## config.mk

```make
export PLATFORM = sky130hd
export DESIGN_NAME = cpu_bus_trace
export DESIGN_NICKNAME = d
export VERILOG_FILES = /design/src/rtl/trace_pkg.sv /design/src/rtl/trace_ram.sv /design/src/rtl/cpu_bus_trace.sv
export SDC_FILE = /design/constraint.sdc
export NUM_CORES = 1
export LEC_CHECK = 0
export BUFFER_PORTS_ARGS = -buffer_cell sky130_fd_sc_hd__buf_2
export CAP_MARGIN = 20
export CORE_ASPECT_RATIO = 0.75
export CORE_MARGIN = 2
export CORE_UTILIZATION = 60
export DETAILED_ROUTE_END_ITERATION = 8
export PLACE_DENSITY = 0.77
export SYNTH_ARGS = -nofsm -noshare
export SYNTH_HDL_FRONTEND = slang
export SYNTH_HIERARCHICAL = 1
export SYNTH_SLANG_ARGS = --single-unit
export TNS_END_PERCENT = 10
```

## constraint.sdc

```tcl
create_clock -name clk -period 4.7 [get_ports clk]
set_input_delay 0.47 -clock clk [delete_from_list [all_inputs] [get_ports clk]]
set_output_delay 0.47 -clock clk [all_outputs]
set_load 0.02 [all_outputs]
```

## src/rtl/trace_pkg.sv

```systemverilog
// Shared types for the 6507 bus trace buffer.
//   state_t       : capture FSM states.
//   trace_entry_t : one captured CPU cycle at the default widths,
//                   {rw, addr, data} with data in the LSBs.
package trace_pkg;

  localparam int TRACE_ADDR_W = 13;
  localparam int TRACE_DATA_W = 8;

  typedef enum logic [1:0] {
    IDLE = 2'd0,
    PRE  = 2'd1,
    POST = 2'd2,
    READ = 2'd3
  } state_t;

  typedef struct packed {
    logic                    rw;
    logic [TRACE_ADDR_W-1:0] addr;
    logic [TRACE_DATA_W-1:0] data;
  } trace_entry_t;

endpackage

```

## src/rtl/trace_ram.sv

```systemverilog
// Trace storage: DEPTH x ENTRY_W flop array.
//   clk   : write clock
//   we    : write enable
//   waddr : write index
//   wdata : entry written at the clock edge
//   raddr : read index
//   rdata : combinational read of mem[raddr]
// Storage is deliberately unreset; stale words are never exposed because
// the fill level gates what the reader can see.
module trace_ram #(
  parameter int DEPTH   = 16,
  parameter int ENTRY_W = 22,
  localparam int PTR_W  = $clog2(DEPTH)
) (
  input  logic               clk,
  input  logic               we,
  input  logic [PTR_W-1:0]   waddr,
  input  logic [ENTRY_W-1:0] wdata,
  input  logic [PTR_W-1:0]   raddr,
  output logic [ENTRY_W-1:0] rdata
);

  logic [ENTRY_W-1:0] mem [DEPTH];

  always_ff @(posedge clk) begin
    if (we) mem[waddr] <= wdata;
  end

  assign rdata = mem[raddr];

endmodule

```

## src/rtl/cpu_bus_trace.sv

```systemverilog
// On-chip trace buffer for the 6507 CPU bus.
// Records {rw, addr, data} per completed CPU cycle into a circular buffer,
// freezes post_count samples after an address-match trigger, then drains the
// window oldest-first over a valid/ready stream.
//   clk, rst_n          : clock, asynchronous active-low reset
//   cap_valid/addr/data/rw : captured CPU cycle (valid low while stalled)
//   arm                 : pulse, clear buffer and start capture
//   oneshot             : 1 = idle after drain, 0 = re-arm after drain
//   trig_addr, trig_en  : packed comparator addresses (comp 0 in LSBs), enables
//   post_count          : samples stored after the trigger sample
//   rd_valid/ready/data/last : drain stream
//   armed, triggered, fill_level : status
module cpu_bus_trace
  import trace_pkg::*;
#(
  parameter int ADDR_W   = 13,
  parameter int DATA_W   = 8,
  parameter int DEPTH    = 16,
  parameter int NUM_TRIG = 2,
  localparam int PTR_W   = $clog2(DEPTH),
  localparam int ENTRY_W = ADDR_W + DATA_W + 1
) (
  input  logic                       clk,
  input  logic                       rst_n,
  input  logic                       cap_valid,
  input  logic [ADDR_W-1:0]          cap_addr,
  input  logic [DATA_W-1:0]          cap_data,
  input  logic                       cap_rw,
  input  logic                       arm,
  input  logic                       oneshot,
  input  logic [NUM_TRIG*ADDR_W-1:0] trig_addr,
  input  logic [NUM_TRIG-1:0]        trig_en,
  input  logic [PTR_W-1:0]           post_count,
  output logic                       rd_valid,
  input  logic                       rd_ready,
  output logic [ENTRY_W-1:0]         rd_data,
  output logic                       rd_last,
  output logic                       armed,
  output logic                       triggered,
  output logic [PTR_W:0]             fill_level
);

  localparam logic [PTR_W:0] FULL = (PTR_W+1)'(DEPTH);

  state_t             state_q, state_d;
  logic [PTR_W-1:0]   wr_ptr, rd_ptr, post_rem;
  logic [PTR_W:0]     rd_rem;
  logic [PTR_W-1:0]   wr_ptr_inc, rd_start;
  logic [PTR_W:0]     fill_inc;
  logic [ENTRY_W-1:0] ram_rdata;
  logic               hit, wr_en, clear, enter_read, load_post, rd_fire;

  always_comb begin
    hit = 1'b0;
    for (int i = 0; i < NUM_TRIG; i++) begin
      if (trig_en[i] && (cap_addr == trig_addr[i*ADDR_W +: ADDR_W])) hit = 1'b1;
    end
  end

  // Pointer/fill values as they will be once the current sample is written;
  // the read start is taken from these so the final sample is included.
  assign wr_ptr_inc = wr_ptr + PTR_W'(1);
  assign fill_inc   = (fill_level == FULL) ? fill_level : fill_level + 1'b1;
  assign rd_start   = wr_ptr_inc - fill_inc[PTR_W-1:0];

  always_ff @(posedge clk or negedge rst_n) begin
    if (!rst_n) state_q <= IDLE;
    else        state_q <= state_d;
  end

  // arm overrides everything else in the cycle: no write, no handshake.
  always_comb begin
    state_d    = state_q;
    wr_en      = 1'b0;
    clear      = 1'b0;
    enter_read = 1'b0;
    load_post  = 1'b0;
    rd_fire    = 1'b0;
    if (arm) begin
      state_d = PRE;
      clear   = 1'b1;
    end else begin
      case (state_q)
        PRE: begin
          if (cap_valid) begin
            wr_en = 1'b1;
            if (hit) begin
              if (post_count == '0) begin
                state_d    = READ;
                enter_read = 1'b1;
              end else begin
                state_d   = POST;
                load_post = 1'b1;
              end
            end
          end
        end
        POST: begin
          if (cap_valid) begin
            wr_en = 1'b1;
            if (post_rem == PTR_W'(1)) begin
              state_d    = READ;
              enter_read = 1'b1;
            end
          end
        end
        READ: begin
          if (rd_ready) begin
            rd_fire = 1'b1;
            if (rd_rem == (PTR_W+1)'(1)) begin
              if (oneshot) begin
                state_d = IDLE;
              end else begin
                state_d = PRE;
                clear   = 1'b1;
              end
            end
          end
        end
        default: ;
      endcase
    end
  end

  always_ff @(posedge clk or negedge rst_n) begin
    if (!rst_n) begin
      wr_ptr     <= '0;
      fill_level <= '0;
      post_rem   <= '0;
      rd_ptr     <= '0;
      rd_rem     <= '0;
    end else begin
      if (clear) begin
        wr_ptr     <= '0;
        fill_level <= '0;
      end else if (wr_en) begin
        wr_ptr     <= wr_ptr_inc;
        fill_level <= fill_inc;
      end
      if (load_post)                     post_rem <= post_count;
      else if (wr_en && state_q == POST) post_rem <= post_rem - PTR_W'(1);
      if (enter_read) begin
        rd_ptr <= rd_start;
        rd_rem <= fill_inc;
      end else if (rd_fire) begin
        rd_ptr <= rd_ptr + PTR_W'(1);
        rd_rem <= rd_rem - (PTR_W+1)'(1);
      end
    end
  end

  trace_ram #(
    .DEPTH   (DEPTH),
    .ENTRY_W (ENTRY_W)
  ) u_ram (
    .clk   (clk),
    .we    (wr_en),
    .waddr (wr_ptr),
    .wdata ({cap_rw, cap_addr, cap_data}),
    .raddr (rd_ptr),
    .rdata (ram_rdata)
  );

  assign rd_valid  = (state_q == READ);
  assign rd_data   = rd_valid ? ram_rdata : '0;
  assign rd_last   = rd_valid && (rd_rem == (PTR_W+1)'(1));
  assign armed     = (state_q == PRE) || (state_q == POST);
  assign triggered = (state_q == POST) || (state_q == READ);

endmodule

```

==> impl_summary.md <==
Clock network
The post-cts resize count is 0. The cell at the root of the clock tree is sky130_fd_sc_hd__clkbuf_16. The clock tree from TritonCTS is built. The count of clock tree sinks is about 380. The maximum clock insertion buffer count is 3.

The clock tree synthesis step divided the H-tree into 2 levels. At the later pin of the worst-skew pair, clock insertion delay measures just over 0.5 ns. The clock-pin slew reported for the worst setup and hold paths after clock tree synthesis is ~0.070 ns. The total clock buffers created by CTS is 36.

Global routing
The global router's overall resource usage is 26.0%. The number of global-route vias before repair came to roughly 8400. The number of antenna violations at the first check in global routing is 0. The remaining global-route overflow is 0. The first-pass GRT wire length is 51.0 mm. The pin count of the biggest net entering global routing is 58.

STA
On the final layout, the worst clock skew is 0.0113 ns. The number of max-slew violations in the final report is 0. The final critical-path required period is about 3.5 ns. Once routing completed, OpenROAD measured the worst setup slack at ~1.2 ns.

Based on the critical path, the design can be clocked at up to about 0.28 GHz. Setup repair after global routing left no endpoint under its margin. The worst-case hold slack is roughly 0.23 ns.

The final sum of negative setup slack is 0 ns. Setup violations remaining at the end of the flow were counted as 0. The worst pin sits at a relative slew slack of 28.5%. The post-route clock period utilization is 75.5%. The transition time at the pin with the least slew margin is ~1.1 ns. The number of hold violations in the final report came to 0.

Placed design
Including well taps, the total number of placed cells is roughly 1200. The placer's final routability congestion estimate is 0.813. The sum of net half-perimeters after detailed placement is around 19 mm. OpenSTA, run right after detailed placement, puts the worst setup slack at ~1.6 ns.

Input and output buffers added on the ports amount to 90.

Power and ir drop
In this run the power density over the cells is between 500 and 600 nW/µm². The static leakage is 5.92 nW. The peak supply drop is around 0.33 mV.

Synth
Counting flops and latches in the post-synthesis netlist gives between 300 and 400. The share of synthesized area spent on multiplexers is 13.9%. The total number of yosys warnings is 6.

Summing the areas of all xor and xnor instances in the mapped netlist gives roughly 2.8% of the synthesized area. The main combinational cell family by area after synthesis is multiplexers. Summing the sequential cell areas from Yosys gives 72.1% of the chip area. Yosys attributes the largest share of cell area to sky130_fd_sc_hd__edfxtp_1, sky130_fd_sc_hd__mux4_2, sky130_fd_sc_hd__dfrtp_1, sky130_fd_sc_hd__a22oi_2, sky130_fd_sc_hd__xnor2_1. The average cell area after synthesis is about 19 µm².

Of the total synthesized cell area, the portion taken by full adders, half adders and majority gates is under 10%. The cell count after synthesis came out at about 800. The share of async-settable or async-resettable flops after synthesis is ~6.4%. The top-area cell type share of the netlist area is 68.2%. The simple-gate portion of the synthesized area is between 4 and 5%. The compound-cell area share of the yosys netlist is approximately 3.6%. The number of library cell types mapped by synthesis is 50. The cell area that synthesis handed to floorplanning was 15500 µm². Yosys instantiated no cell more often than sky130_fd_sc_hd__edfxtp_1. Among all flip-flop cells after synthesis, the most frequent one is sky130_fd_sc_hd__edfxtp_1. By count the netlist is led by sky130_fd_sc_hd__edfxtp_1, sky130_fd_sc_hd__mux4_2, sky130_fd_sc_hd__nand2_1. In this run, synthesis inferred between 300 and 400 flip-flops with an integrated enable. The synthesized net count is just under 900. Of all cell types, the one taking the most synthesized area is sky130_fd_sc_hd__edfxtp_1.

Routing
After detailed routing, the number of vias per cell comes to approximately 6.4. The total length of routed wires is roughly 34 mm. The first routing iteration left between 800 and 900 violations. After detailed routing, the average wire length per cell comes to 26.4 µm. The first-pass iteration count of the detailed router is 5.

Across all layers, the routed design uses 8186 vias. The final antenna-violating net count is 0. In the routed design, unresolved DRC markers number 0.

Setup path
The kind of launch point of the worst setup path is a flop. Measured in cells, the most critical reg-to-reg path has a length of 8. The launching point of the worst reg2reg path is state_q[0]$_DFFE_PN0P_. The worst setup path is captured at an output pin. At the worst endpoint, the arrival time is 3.08 ns. The critical path in this run is classified as reg -> out. Setup slack on the worst reg-to-reg path comes out at 1.68 ns. At the worst endpoint, the required time is around 4.2 ns. The end of the worst register-to-register path is u_ram/mem[1][18]$_DFFE_PP_. The maximum fanout along the worst path is 29.

Hold path
The path category of the worst min-delay check is in -> reg. The worst hold path begins at post_count[3]. Along the worst hold path, the cell count comes to 2. The path with the worst hold slack has its endpoint at post_rem[3]$_DFFE_PN0P_.

Floorplan
The die area is approximately 27000 µm². The count of pins on the block boundary is 91. The starting density of the core is about three fifths.

After floorplanning, the core was divided into 50 placement rows. The die is approximately 190 µm wide. The die boundary height is roughly 140 µm.

The placeable core region is 25100 µm².

Finish
The net count of the finished layout is approximately 990. The fraction of the core area covered by cells at the end of the flow is 70.1%. The antenna diode count is 0.

The share of cells above drive strength 1 is 33.0%. Compared with the post-synthesis result, the final layout area differs by 13.7%. The number of cells in the finished layout apart from fillers is approximately 1300. Fill cells in the final layout number 1581.

Run
Max-cap violations in this run came to 0.

Outcome
The run finished with clean final reports.
==> worst max path at each step <==
stage / startpoint / end / slack, ns / depth (start not counted)
5_1_grt: rd_ptr[0]$_DFFE_PN0P_ / rd_data[18] / 0.96 / 6
2_1_floorplan: state_q[0]$_DFFE_PN0P_ / u_ram/mem[0][0]$_DFFE_PP_ / 0.78 / 8
3_3_place_gp: rd_ptr[0]$_DFFE_PN0P_ / rd_data[11] / 1.77 / 6
6_report: rd_ptr[0]$_DFFE_PN0P_ / rd_data[18] / 1.15 / 6
4_1_cts: rd_ptr[0]$_DFFE_PN0P_ / rd_data[18] / 1.09 / 6
3_5_place_dp: rd_ptr[0]$_DFFE_PN0P_ / rd_data[18] / 1.64 / 6
==> cell families (layout without fill, tap and decap cells) <==
group           after synthesis  in the layout
buf+inv                      51            194
mux                         103            103
flops                       376            376
compound gates               62             62
simple gates                138            138
fa+ha+maj                    15             15
xor+xnor                     50             50
==> metal layers <==
layer | share of wire [%] | vias up | track usage (%)
met2 | 49 | 421 | 43.0
met1 | 39 | 4274 | 36.9
met3 | 9.5 | 57 | 4.64
met5 | 0 | - | 0
met4 | 1.8 | 0 | 5.96
li1 | - | 3434 | -
==> critical path: stages, from the launching register on <==
cell and delay (ns):
sky130_fd_sc_hd__dfrtp_4 0.79, sky130_fd_sc_hd__buf_4 0.45, sky130_fd_sc_hd__mux4_2 0.56, sky130_fd_sc_hd__a22oi_1 0.28, sky130_fd_sc_hd__nand2_1 0.12, sky130_fd_sc_hd__and2_1 0.18
sky130_fd_sc_hd__buf_2 0.16
==> power by group <==
| part | leakage [nW] | switching [mW] | internal (mW) | total (mW) |
|---|---|---|---|---|
| logic | 1.87 | 1.22 | 1.16 | 2.38 |
| clock network | 0.567 | 1.15 | 1.71 | 2.86 |
| registers | 3.48 | 0.265 | 3.77 | 4.04 |
| total | 5.92 | 2.64 | 6.64 | 9.28 |
==> repair_timing <==
item | 4_1_cts | 5_1_grt
hold buffers | 1 | 0
hold endpoints to repair | 24 | 0
setup buffers | 0 | 0
==> per-stage QoR <==
stage	power [mW]	instance area [µm²]
2_1_floorplan	5.86	15500
3_3_place_gp	6.40	16400
3_5_place_dp	6.48	16400
4_1_cts	9.33	17600
5_1_grt	9.65	17600
6_report	9.28	17600
==> registers in the layout (all words and copies together) (netlist names) <==
name	cells
u_ram/mem	352
fill_level	5
rd_rem	5
post_rem	4
rd_ptr	4
wr_ptr	4
state_q	2
==> layout by cell type (no fill, tap or decap), types with 3 or more instances in the layout <==
master and instances:
sky130_fd_sc_hd__mux2_2 5, sky130_fd_sc_hd__and2_1 26, sky130_fd_sc_hd__nand3_1 7, sky130_fd_sc_hd__nor4_1 7, sky130_fd_sc_hd__clkinv_1 10, sky130_fd_sc_hd__clkbuf_16 37
sky130_fd_sc_hd__edfxtp_1 352, sky130_fd_sc_hd__xnor2_1 27, sky130_fd_sc_hd__ha_1 14, sky130_fd_sc_hd__xor2_1 23, sky130_fd_sc_hd__mux2i_1 8, sky130_fd_sc_hd__nor3_2 4
sky130_fd_sc_hd__bufinv_16 5, sky130_fd_sc_hd__clkinv_2 4, sky130_fd_sc_hd__o21ai_0 3, sky130_fd_sc_hd__dfrtp_1 22, sky130_fd_sc_hd__nor2_2 12, sky130_fd_sc_hd__nand2_1 36
sky130_fd_sc_hd__nor2_1 18, sky130_fd_sc_hd__clkbuf_1 4, sky130_fd_sc_hd__mux4_2 88, sky130_fd_sc_hd__nand3b_1 3, sky130_fd_sc_hd__a22oi_2 20, sky130_fd_sc_hd__nand2b_1 4
sky130_fd_sc_hd__a22oi_1 24, sky130_fd_sc_hd__buf_4 25, sky130_fd_sc_hd__inv_1 14, sky130_fd_sc_hd__buf_2 90, sky130_fd_sc_hd__a21oi_1 4, sky130_fd_sc_hd__nand4_1 7
==> cell type report <==
type,instances,area (µm²),area share (%)
well taps,338,423,2.40
clock buffers,41,941,5.34
repair buffers,118,688,3.91
flip-flops and latches,376,11200,63.4
multi-input cells,368,4110,23.3
clock inverters,21,224,1.27
inverters,14,52.6,0.298
No activity file was read; power rests on OpenSTA's default activity.
